--- config.mk ---
export PLATFORM = sky130hd
export DESIGN_NAME = wb_arbiter2
export DESIGN_NICKNAME = d
export VERILOG_FILES = /design/src/rtl/wb_arb_pkg.sv /design/src/rtl/wb_arbiter2.sv
export SDC_FILE = /design/constraint.sdc
export NUM_CORES = 1
export LEC_CHECK = 0
export BUFFER_PORTS_ARGS = -buffer_cell sky130_fd_sc_hd__clkbuf_2
export CORE_AREA = 2 2 122 124
export DETAILED_ROUTE_END_ITERATION = 10
export DIE_AREA = 0 0 124 126
export PLACE_DENSITY_LB_ADDON = 0.1
export SYNTH_ARGS = -nofsm -noshare
export SYNTH_HDL_FRONTEND = slang
export SYNTH_SLANG_ARGS = --single-unit
export TNS_END_PERCENT = 5
--- constraint.sdc ---
create_clock -name clk_i -period 7.59 [get_ports clk_i]
set_input_delay 1.518 -clock clk_i [delete_from_list [all_inputs] [get_ports clk_i]]
set_output_delay 1.518 -clock clk_i [all_outputs]
set_load 0.05 [all_outputs]
--- src/rtl/wb_arb_pkg.sv ---
// Shared types for the two-master Wishbone arbiter: state encoding and master count.
// No logic, no latency.
// No backpressure behaviour of its own.
package wb_arb_pkg;

  typedef enum bit [1:0] {
    A_IDLE = 2'd0,
    A_GNT0 = 2'd1,
    A_GNT1 = 2'd2
  } arb_state_t;

  localparam int NMASTERS = 2;

endpackage

--- src/rtl/wb_arbiter2.sv ---
// Two-master pipelined Wishbone arbiter (m0 = ifetch, m1 = data) onto the cache inbus; round-robin per tenure.
// One idle cycle of arbitration latency, then a combinational pass-through for the granted master.
// Granted master sees outbus stall, plus stall once MAXOUT requests are unacked; the other master is held stalled.
// Config macro: WB_ARB_FIXED_PRIO_EN makes m0 win every tie instead of alternating.
module wb_arbiter2
  import wb_arb_pkg::*;
#(
  parameter int AWIDTH = 32,
  parameter int DWIDTH = 32,
  parameter int MAXOUT = 4
) (
  input  logic                clk_i,
  input  logic                rst_i,
  // master 0 (instruction fetch)
  input  logic                m0_cyc_i,
  input  logic                m0_stb_i,
  input  logic                m0_we_i,
  input  logic [AWIDTH-1:0]   m0_adr_i,
  input  logic [DWIDTH-1:0]   m0_dat_i,
  input  logic [DWIDTH/8-1:0] m0_sel_i,
  output logic                m0_ack_o,
  output logic                m0_stall_o,
  output logic [DWIDTH-1:0]   m0_dat_o,
  // master 1 (data)
  input  logic                m1_cyc_i,
  input  logic                m1_stb_i,
  input  logic                m1_we_i,
  input  logic [AWIDTH-1:0]   m1_adr_i,
  input  logic [DWIDTH-1:0]   m1_dat_i,
  input  logic [DWIDTH/8-1:0] m1_sel_i,
  output logic                m1_ack_o,
  output logic                m1_stall_o,
  output logic [DWIDTH-1:0]   m1_dat_o,
  // shared slave port towards the cache
  output logic                outbus_cyc_o,
  output logic                outbus_stb_o,
  output logic                outbus_we_o,
  output logic [AWIDTH-1:0]   outbus_adr_o,
  output logic [DWIDTH-1:0]   outbus_dat_o,
  output logic [DWIDTH/8-1:0] outbus_sel_o,
  input  logic                outbus_ack_i,
  input  logic                outbus_stall_i,
  input  logic [DWIDTH-1:0]   outbus_dat_i
);

  localparam int CW = $clog2(MAXOUT + 1);
  localparam logic [CW-1:0] MAXCNT = CW'(MAXOUT);

  arb_state_t    state_q, state_d;
  logic          last_q, last_d;   // index of the master that owned the previous tenure
  logic [CW-1:0] cnt_q, cnt_d;     // accepted but not yet acked requests
  logic          full;
  logic          req_acc;
  logic          ack_dec;

  assign full    = (cnt_q == MAXCNT);
  assign req_acc = outbus_stb_o & ~outbus_stall_i;
  assign ack_dec = outbus_ack_i & (cnt_q != '0);

  // State, last-owner and outstanding-count registers with synchronous reset
  always_ff @(posedge clk_i) begin
    if (rst_i) begin
      state_q <= A_IDLE;
      last_q  <= 1'b1;
      cnt_q   <= '0;
    end else begin
      state_q <= state_d;
      last_q  <= last_d;
      cnt_q   <= cnt_d;
    end
  end

  // Next state: arbitrate in idle, hold the grant until the owner drops cyc
  always_comb begin
    state_d = state_q;
    last_d  = last_q;
    cnt_d   = cnt_q;
    case (state_q)
      A_IDLE: begin
        // late acks are dropped here; the count restarts from zero each tenure
        cnt_d = '0;
        if (m0_cyc_i && m1_cyc_i) begin
`ifdef WB_ARB_FIXED_PRIO_EN
          state_d = A_GNT0;
`else
          state_d = last_q ? A_GNT0 : A_GNT1;
`endif
        end else if (m0_cyc_i) begin
          state_d = A_GNT0;
        end else if (m1_cyc_i) begin
          state_d = A_GNT1;
        end
      end
      A_GNT0, A_GNT1: begin
        if (req_acc && !ack_dec) begin
          cnt_d = cnt_q + CW'(1);
        end else if (!req_acc && ack_dec) begin
          cnt_d = cnt_q - CW'(1);
        end
        if ((state_q == A_GNT0) && !m0_cyc_i) begin
          state_d = A_IDLE;
          last_d  = 1'b0;
          cnt_d   = '0;
        end else if ((state_q == A_GNT1) && !m1_cyc_i) begin
          state_d = A_IDLE;
          last_d  = 1'b1;
          cnt_d   = '0;
        end
      end
      default: begin
        state_d = A_IDLE;
        cnt_d   = '0;
      end
    endcase
  end

  // Output mux: route the granted master to the outbus; reset forces the idle view at once
  always_comb begin
    outbus_cyc_o = 1'b0;
    outbus_stb_o = 1'b0;
    outbus_we_o  = 1'b0;
    outbus_adr_o = '0;
    outbus_dat_o = '0;
    outbus_sel_o = '0;
    m0_ack_o     = 1'b0;
    m0_stall_o   = 1'b1;
    m0_dat_o     = '0;
    m1_ack_o     = 1'b0;
    m1_stall_o   = 1'b1;
    m1_dat_o     = '0;
    if (!rst_i && (state_q == A_GNT0)) begin
      outbus_cyc_o = m0_cyc_i;
      outbus_stb_o = m0_stb_i & ~full;
      outbus_we_o  = m0_we_i;
      outbus_adr_o = m0_adr_i;
      outbus_dat_o = m0_dat_i;
      outbus_sel_o = m0_sel_i;
      m0_stall_o   = outbus_stall_i | full;
      m0_ack_o     = outbus_ack_i;
      m0_dat_o     = outbus_dat_i;
    end else if (!rst_i && (state_q == A_GNT1)) begin
      outbus_cyc_o = m1_cyc_i;
      outbus_stb_o = m1_stb_i & ~full;
      outbus_we_o  = m1_we_i;
      outbus_adr_o = m1_adr_i;
      outbus_dat_o = m1_dat_i;
      outbus_sel_o = m1_sel_i;
      m1_stall_o   = outbus_stall_i | full;
      m1_ack_o     = outbus_ack_i;
      m1_dat_o     = outbus_dat_i;
    end
  end

endmodule

== After elaboration in Yosys (flattened, before gate mapping) ==
Index checks and enable logic that the tools add are counted.

* Register bits: 6
* Input port bits: 178

* Add/subtract/negate cells: 2
* Eq/ne operators: 5
* Multiplexer cells: 32
* Bitwise gates (word level): 8
* Reduce and logical (&&, ||, !) cells: 20

{| class="wikitable"
|+ Operators by type and width
! cell !! count
|-
| two-way mux 32 bit || 7
|-
| two-way mux 1 bit || 14
|-
| two-way mux 2 bit || 6
|-
| two-way mux 4 bit || 2
|-
| logical AND 1 bit || 7
|-
| two-way mux 3 bit || 2
|-
| logical NOT 1 bit || 5
|-
| AND 1 bit || 4
|-
| inequality test 4 bit (second input constant) || 1
|-
| case mux 2 bit (2 select lines) || 1
|-
| AND reduction 2 bit || 2
|-
| nonzero test 2 bit || 2
|-
| OR reduction 4 bit || 1
|-
| adder 3 x 1 -> 3 bit (second input constant) || 1
|-
| == test 3 bit (second input constant) || 1
|-
| inequality test 3 bit (second input constant) || 1
|-
| inverter 1 bit || 3
|-
| nonzero test 3 bit || 1
|-
| subtractor 3 x 1 -> 3 bit (second input constant) || 1
|-
| == test 2 x 1 -> 1 bit (second input constant) || 1
|-
| == test 2 bit (second input constant) || 1
|-
| logical NOT 2 bit || 1
|-
| OR reduction 2 bit || 1
|-
| OR 1 bit || 1
|}

== Logic depth before layout (Yosys ltp) ==
Gate-level depths: netlist of the first run.

* Depth after elaboration: 10
* Mapped depth: 13

== Worst setup path before layout of the first run ==
OpenSTA, ideal clock, no wires.

* Path type: in2out
* Start point: input m1_stb_i
* End point: output outbus_stb_o
* Arrival: 2826 ps
* Data required time: 6072 ps
* Setup slack: 3246 ps
* Cell stages on the path: 2
* Buffers on the path: 0
* Cells stage by stage: nand3b_1 > a221oi_1

* Word-level cells in the longest chain between the ends: 3

{| class="wikitable"
|+ RTL lines
! item !! line !! text
|-
| from (decl) || wb_arbiter2.sv:26 || <nowiki>input logic m1_stb_i,</nowiki>
|-
| AND 1 bit || wb_arbiter2.sv:143 || <nowiki>outbus_stb_o = m1_stb_i & ~full;</nowiki>
|-
| two-way mux 1 bit || wb_arbiter2.sv:141 || <nowiki>end else if (!rst_i && (state_q == A_GNT1)) begin</nowiki>
|-
| two-way mux 1 bit || wb_arbiter2.sv:131 || <nowiki>if (!rst_i && (state_q == A_GNT0)) begin</nowiki>
|-
| to (decl) || wb_arbiter2.sv:36 || <nowiki>output logic outbus_stb_o,</nowiki>
|}

Every way passes these cells.

== Worst setup path after layout of the first run ==
* Start point: input rst_i
* End point: output outbus_sel_o[0]

* Word-level cells in the longest chain between the ends: 4
* Elaborated cells between the ends (all ways): 5
* Classes of those cells: mux: 2; reduce/logical: 3

{| class="wikitable"
|+ RTL lines
! item !! line !! text
|-
| from (decl) || wb_arbiter2.sv:13 || <nowiki>input logic rst_i,</nowiki>
|-
| logical NOT 1 bit * || wb_arbiter2.sv:131, wb_arbiter2.sv:141 ||
|-
| logical AND 1 bit || wb_arbiter2.sv:141 ||
|-
| two-way mux 4 bit || wb_arbiter2.sv:141 ||
|-
| two-way mux 4 bit * || wb_arbiter2.sv:131 ||
|-
| to (decl) || wb_arbiter2.sv:40 || <nowiki>output logic [DWIDTH/8-1:0] outbus_sel_o,</nowiki>
|}

Every way passes the cells marked *; elsewhere a longest branch is shown, timed or not.

==> results of run 1 <==
==> synth_stat cells (all sizes together), types with 2 or more instances <==
master / count
buf: 18
clkbuf: 5
nand2: 3
nand3b: 2
nor2: 4
a22o: 70
mux2i: 3
ha: 4
dfxtp: 6
xor2: 2
inv: 5
a21oi: 2
and2: 66
o21ai: 2
nand2b: 4
nor2b: 4
==> layer usage <==
| metal | track usage | share of wire | vias to the layer above |
|---|---|---|---|
| met4 | 0.00595 | 0.0018 | 0 |
| li1 | - | - | 1377 |
| met2 | 0.207 | 0.51 | 153 |
| met3 | 0.0217 | 0.10 | 2 |
| met5 | 0 | 0 | - |
| met1 | 0.126 | 0.39 | 1259 |
==> cell families after synthesis <==
kind of cell | after synthesis
AO/OA/AOI/OAI | 80
XOR/XNOR | 2
adder cells (fa/ha/maj) | 5
buffers and inverters | 28
flip-flops | 6
multiplexers | 3
AND/OR/NAND/NOR | 87
==> state kept, by name, indices dropped and copies added, names as in the netlist <==
register / count
cnt_q: 3
state_q: 2
last_q: 1
==> how the worst min path moves through the flow <==
stage,from,endpoint,slack [ns],cells past startpoint
floorplan,state_q[1],state_q[1],0.46,2
global placement,state_q[1],state_q[1],0.50,2
detailed placement,state_q[1],state_q[1],0.51,2
CTS,state_q[1],state_q[1],0.51,2
global route,state_q[1],state_q[1],0.53,2
finish,state_q[1],state_q[1],0.51,2
==> through the flow <==
stage / setup WS, ns / instances / total power, W
finish: 2.35 / 693 / 0.000897
detailed placement: 2.30 / 690 / 0.000817
global route: 2.05 / 693 / 0.000951
floorplan: 3.25 / 211 / 0.000640
CTS: 2.33 / 693 / 0.000906
global placement: 2.32 / 690 / 0.000819
==> where the power goes <==
part | leakage [nW] | internal (W) | switching (W)
sequential | 0.0488 | 0.0000370 | 0.00000468
combinational | 1.95 | 0.000201 | 0.000569
clock | 0.0370 | 0.0000677 | 0.0000185
==> worst reg2reg max path, delay by kind of cell, from the launching register on <==
family | cells | cell delay, ns
AOI/OAI and AO/OA | 2 | 0.33
adders and majority gates | 3 | 0.87
DFF | 1 | 0.32
buffers and inverters | 3 | 0.77
xor gates and xnor gates | 1 | 0.16
and+or+nand+nor | 3 | 1.41
==> cell type report <==
class | instances | area [um2]
clock buffers | 3 | 75.1
fillers | 1641 | 10900
inverters | 5 | 18.8
multi-input cells | 177 | 1350
flip-flops and latches | 6 | 120
well taps | 184 | 230
repair buffers | 318 | 1600
==> reports/metrics.cfg, run 1 <==
[synthesis]
async_flop_share=0
synth_mux_area_frac=0.0185
synthFlopType=dfxtp_1
synth-edff-count=0
ys_types=30
yosysSeqAreaShare=0.0739
synth_cells=211
synth_compound_area_frac=0.418
ys_warn_count=0
synth_top_family_by_area=compound AO/OA/AOI/OAI gates
yosys_register_bits=6
avgSynthCellArea_um2=7.70
syn_area_um2=1630
synth_nets=394
synth.largest_area_cell=a22o_1
yosysTopAreaCellShare=0.377
synth.area.top_cells=a22o_1, and2_1, dfxtp_1
synth-simple-area-share=0.335
synth_xor_area_frac=0.0108
synth_adder_area_share=0.0431

[drt]
wl_per_cell_um=13.7
dr_total_vias=2791
via_per_inst=4.03
drc=0
firstDrtPassIters=4
ant_nets=0
drt_iter0_drc=91
wirelength_mm=9.52

[sta]
relSlewSlack=0.280
hold_viol=0
fin_crit_sh=0.691
fmax_mhz=191
whs_ns=0.514
fin_setup_tns_ns=0
slew_violations=0
finalSetupViolations=0
rsz0062_at_grt=no
fin_crit_ns=5.24
tightest_slew_ns=1.08
skew_ns=0.00157

[setup_path]
path_depth=5
crit_type=in -> out
cp-startpoint=rst_i
cp-endpoint=outbus_sel_o[0]
worst_setup_path_start_kind=primary input
worst_path_max_delay_cell=nor2b_4
max_stage_delay_ns=0.85
cp_num_buf_inv=3
r2r_slack_ns=3.66
critPathRequiredTime_ns=6.07
crit_family=buffers and inverters
r2r_end=cnt_q[2]
crit_chain=clkbuf_2 -> nor2b_4 -> buf_4 -> a22o_1 -> clkbuf_2
rr_worst_depth=12
reg2reg_from=state_q[1]
cpMostUsedCell=clkbuf_2
cp_max_fo=55
end_kind=output port
crit_arrival_ns=3.72

[clock_network]
cts_buffers=3
insertion_delay_ns=0.23
ctsRootBufferMaster=clkbuf_16
clk_pin_slew_ns=0.03
cts_buffer_depth=2
cts_tree=built
post_cts_resized=0
cts.htree.levels=1
numClockSinks=6
hold_buffers=0
post_cts_buffers=0

[placed_design]
place.gp.congestion=0.874
dpl.hpwl_mm=7.97
placed_cell_area_um2=3310
numPortBuffers=316

[power_and_ir_drop]
leakagePower_nw=2.04
powerDensity_nw_per_um2=265
ir_drop_mv=0.117

[floorplanning]
die_area_um2=15600
ios=317
initial_core_util=0.114
row_count=44
die_h_um=126
core_um2=14300
die_width_um=124

[finish]
final_common_cell=clkbuf_2
final_cell_area_um2=3390
fin_util=0.237
area_delta_synth_final_pct=109
diodes=0
drive_gt1_frac=0.635
nets=694
layout_common_cells=clkbuf_2, a22o_1, and2_1

[global_route]
grt_max_degree=106
antenna_found_initial=0
grt_usage=0.108
grt_pass1_vias=2599
gr-total-overflow=0
grt_pass1_wl_mm=13.4

[job]
maxCapViolCount=0

[run_status]
outcome=completed

[worst_hold_path]
worst_hold_path_type=reg -> reg

Power figures use the tool's default switching activity.
==> run 2, diff against run 1 <==
- ABC_AREA: unset -> 1
- clock period: 7.59 -> 4.38 ns (I/O delays scaled with it)
==> reports/metrics.cfg, run 2 <==
[placed_design]
preCtsSetupSlack_ns=0.897  ; was 2.30 ns
placed_cells=744  ; was 690
numPortBuffers=316  ; unchanged
dpl.hpwl_mm=9.61  ; was 7.97 mm
place.gp.congestion=0.881  ; was 0.874

[synthesis]
synth_nets=444  ; was 394
yosysTopAreaCellShare=0.379  ; was 0.377
synth.most_common_cell=nor2_1  ; was a22o_1
ys_top_cells_by_count=nor2_1, a22o_1, inv_1  ; was a22o_1, and2_1, buf_2
ys_types=21  ; was 30
yosys_register_bits=6  ; unchanged
yosysSeqAreaShare=0.0753  ; was 0.0739
ys_warn_count=0  ; unchanged
synth_cells=261  ; was 211
synth-edff-count=0  ; unchanged
avgSynthCellArea_um2=6.11  ; was 7.70 um2
async_flop_share=0  ; unchanged
synth.area.top_cells=a22o_1, nor2_1, inv_1  ; was a22o_1, and2_1, dfxtp_1
syn_area_um2=1600  ; was 1630 um2
synth.largest_area_cell=a22o_1  ; unchanged
synthFlopType=dfxtp_1  ; unchanged

[finish]
multiInputGateArea_um2=1150  ; was 1350 um2
drive_gt1_frac=0.586  ; was 0.635
seqCellArea_um2=120  ; unchanged
fin_cells=747  ; was 693
nets=748  ; was 694
area_delta_synth_final_pct=112  ; was 109%
final_common_cell=clkbuf_2  ; unchanged
top_regs=cnt_q x3, state_q x2, last_q x1  ; unchanged
largest_reg_flops=3  ; unchanged
fillers=1659  ; was 1,641
diodes=0  ; unchanged
layout_common_cells=clkbuf_2, nor2_1, a22o_1  ; was clkbuf_2, a22o_1, and2_1
largest_register=cnt_q  ; unchanged

[power_and_ir_drop]
leakagePower_nw=2.23  ; was 2.04 nW
powerDensity_nw_per_um2=551  ; was 265 nW/um2
ir_drop_mv=0.175  ; was 0.117 mV

[clock_network]
cts.htree.levels=1  ; unchanged
numClockSinks=6  ; unchanged
cts_buffers=3  ; unchanged
cts_buffer_depth=2  ; unchanged
ctsRootBufferMaster=clkbuf_16  ; unchanged
cts_tree=built  ; unchanged
post_cts_buffers=0  ; unchanged
insertion_delay_ns=0.22  ; was 0.23 ns
post_cts_resized=0  ; unchanged
clk_pin_slew_ns=0.03  ; about the same
hold_buffers=0  ; unchanged

[worst_hold_path]
hold_depth=2  ; unchanged
whs_endpoint=last_q  ; was state_q[1]
worst_hold_path_type=reg -> reg  ; unchanged
worst_hold_startpoint=last_q  ; was state_q[1]

[drt]
via_per_inst=3.96  ; was 4.03
drt_iter0_drc=96  ; was 91
firstDrtPassIters=4  ; unchanged
drc=0  ; unchanged
wl_per_cell_um=14.9  ; was 13.7 um
ant_nets=0  ; unchanged
wirelength_mm=11.2  ; was 9.52 mm
dr_total_vias=2956  ; was 2,791

[floorplanning]
initial_core_util=0.111  ; was 0.114
die_h_um=126  ; unchanged
ios=317  ; unchanged
die_width_um=124  ; unchanged
die_area_um2=15600  ; unchanged
core_um2=14300  ; unchanged
row_count=44  ; unchanged

[run_status]
outcome=completed  ; unchanged

[global_route]
antenna_found_initial=0  ; unchanged
grt_pass1_vias=2753  ; was 2,599
grt_pass1_wl_mm=15.2  ; was 13.4 mm
grt_max_degree=53  ; was 106
gr-total-overflow=0  ; unchanged
grt_usage=0.126  ; was 0.108

[sta]
whs_ns=0.458  ; was 0.514 ns
fin_crit_ns=3.40
hold_viol=0  ; unchanged
finalSetupViolations=0  ; unchanged
fin_setup_tns_ns=0  ; unchanged
rsz0062_at_grt=no  ; unchanged
fmax_mhz=294
skew_ns=0.00410  ; was 0.00157 ns
slew_violations=0  ; unchanged
tightest_slew_ns=0.646  ; was 1.08 ns
fin_crit_sh=0.776
relSlewSlack=0.569  ; was 0.280
worst_slack_ns=0.983  ; was 2.35 ns

[setup_path]
r2r_end=cnt_q[2]  ; unchanged
reg2reg_from=state_q[1]  ; unchanged
max_stage_delay_ns=0.50  ; was 0.85 ns
critPathRequiredTime_ns=3.50  ; was 6.07 ns
worst_path_max_delay_cell=nor2_4  ; was nor2b_4
r2r_slack_ns=1.66  ; was 3.66 ns
crit_chain=clkbuf_2 -> nor2_4 -> inv_2 -> o22ai_1 -> buf_12  ; was clkbuf_2 -> nor2b_4 -> buf_4 -> a22o_1 -> clkbuf_2
cp_max_fo=34  ; was 55
crit_arrival_ns=2.52  ; was 3.72 ns
crit_type=in -> out  ; unchanged
rr_worst_depth=14  ; was 12
worst_setup_path_start_kind=primary input  ; unchanged
end_kind=output port  ; unchanged

[job]
maxCapViolCount=0  ; unchanged

-- run 2: cell count changes in the layout (fill, tap and decap cells not counted), moves of 4 or more --
cell / change
nor2_1: +72
and2_1: -65
inv_1: +38
nand2_1: +18
nand3_1: +5
nand2b_1: -4
-- run 2: metrics by stage --
stage	utilization	total power, W	area (um2)
floorplan	-	0.00135	1600
global placement	0.231	0.00173	3310
detailed placement	0.231	0.00173	3310
CTS	0.237	0.00188	3390
global route	0.237	0.00197	3390
finish	0.237	0.00187	3390
-- run 2: cell type report --
class	instances	share of cell area
Clock buffer	3	0.0222
Inverter	47	0.0528
Multi-Input combinational cell	188	0.340
Sequential cell	6	0.0355
Tap cell	184	0.0679
Timing Repair Buffer	319	0.482
-- run 2: how the worst max path moves through the flow --
stage	from	depth (start not counted)	endpoint	slack, ns
final	rst_i	5	outbus_cyc_o	0.98
after global routing	rst_i	5	outbus_cyc_o	0.79
after CTS	rst_i	5	outbus_cyc_o	0.90
after detailed placement	rst_i	5	outbus_cyc_o	0.90
after global placement	rst_i	7	outbus_adr_o[29]	0.98
after floorplan	rst_i	5	outbus_stb_o	1.57
-- run 2: report_power, final --
group	internal (W)	total (W)	switching (W)	leakage, nW
clock network	0.000117	0.000145	0.0000280	0.0370
registers	0.0000675	0.0000742	0.00000668	0.0489
logic	0.000397	0.00165	0.00125	2.14
-- run 2: routing by layer --
metal	global-route usage	routed length [um]	up-vias
met5	0	0	-
met4	0.0165	102	0
met3	0.0154	734	8
met2	0.250	6050	117
met1	0.142	4270	1354
li1	-	-	1477
-- run 2: worst max-delay path: cells and delay by family --
kind | cells | cell delay (ns)
buf+inv | 3 | 0.74
compound gates | 1 | 0.39
simple gates | 1 | 0.50
-- run 2: logic make-up (layout without fill, tap and decap cells) --
group / count (synthesis) / count (layout) / share of synthesized area
adder cells (fa/ha/maj): 5 / 5 / 0.0439
buffers and inverters: 67 / 369 / 0.202
AO/OA/AOI/OAI: 74 / 74 / 0.397
flip-flops: 6 / 6 / 0.0753
AND/OR/NAND/NOR: 109 / 109 / 0.282
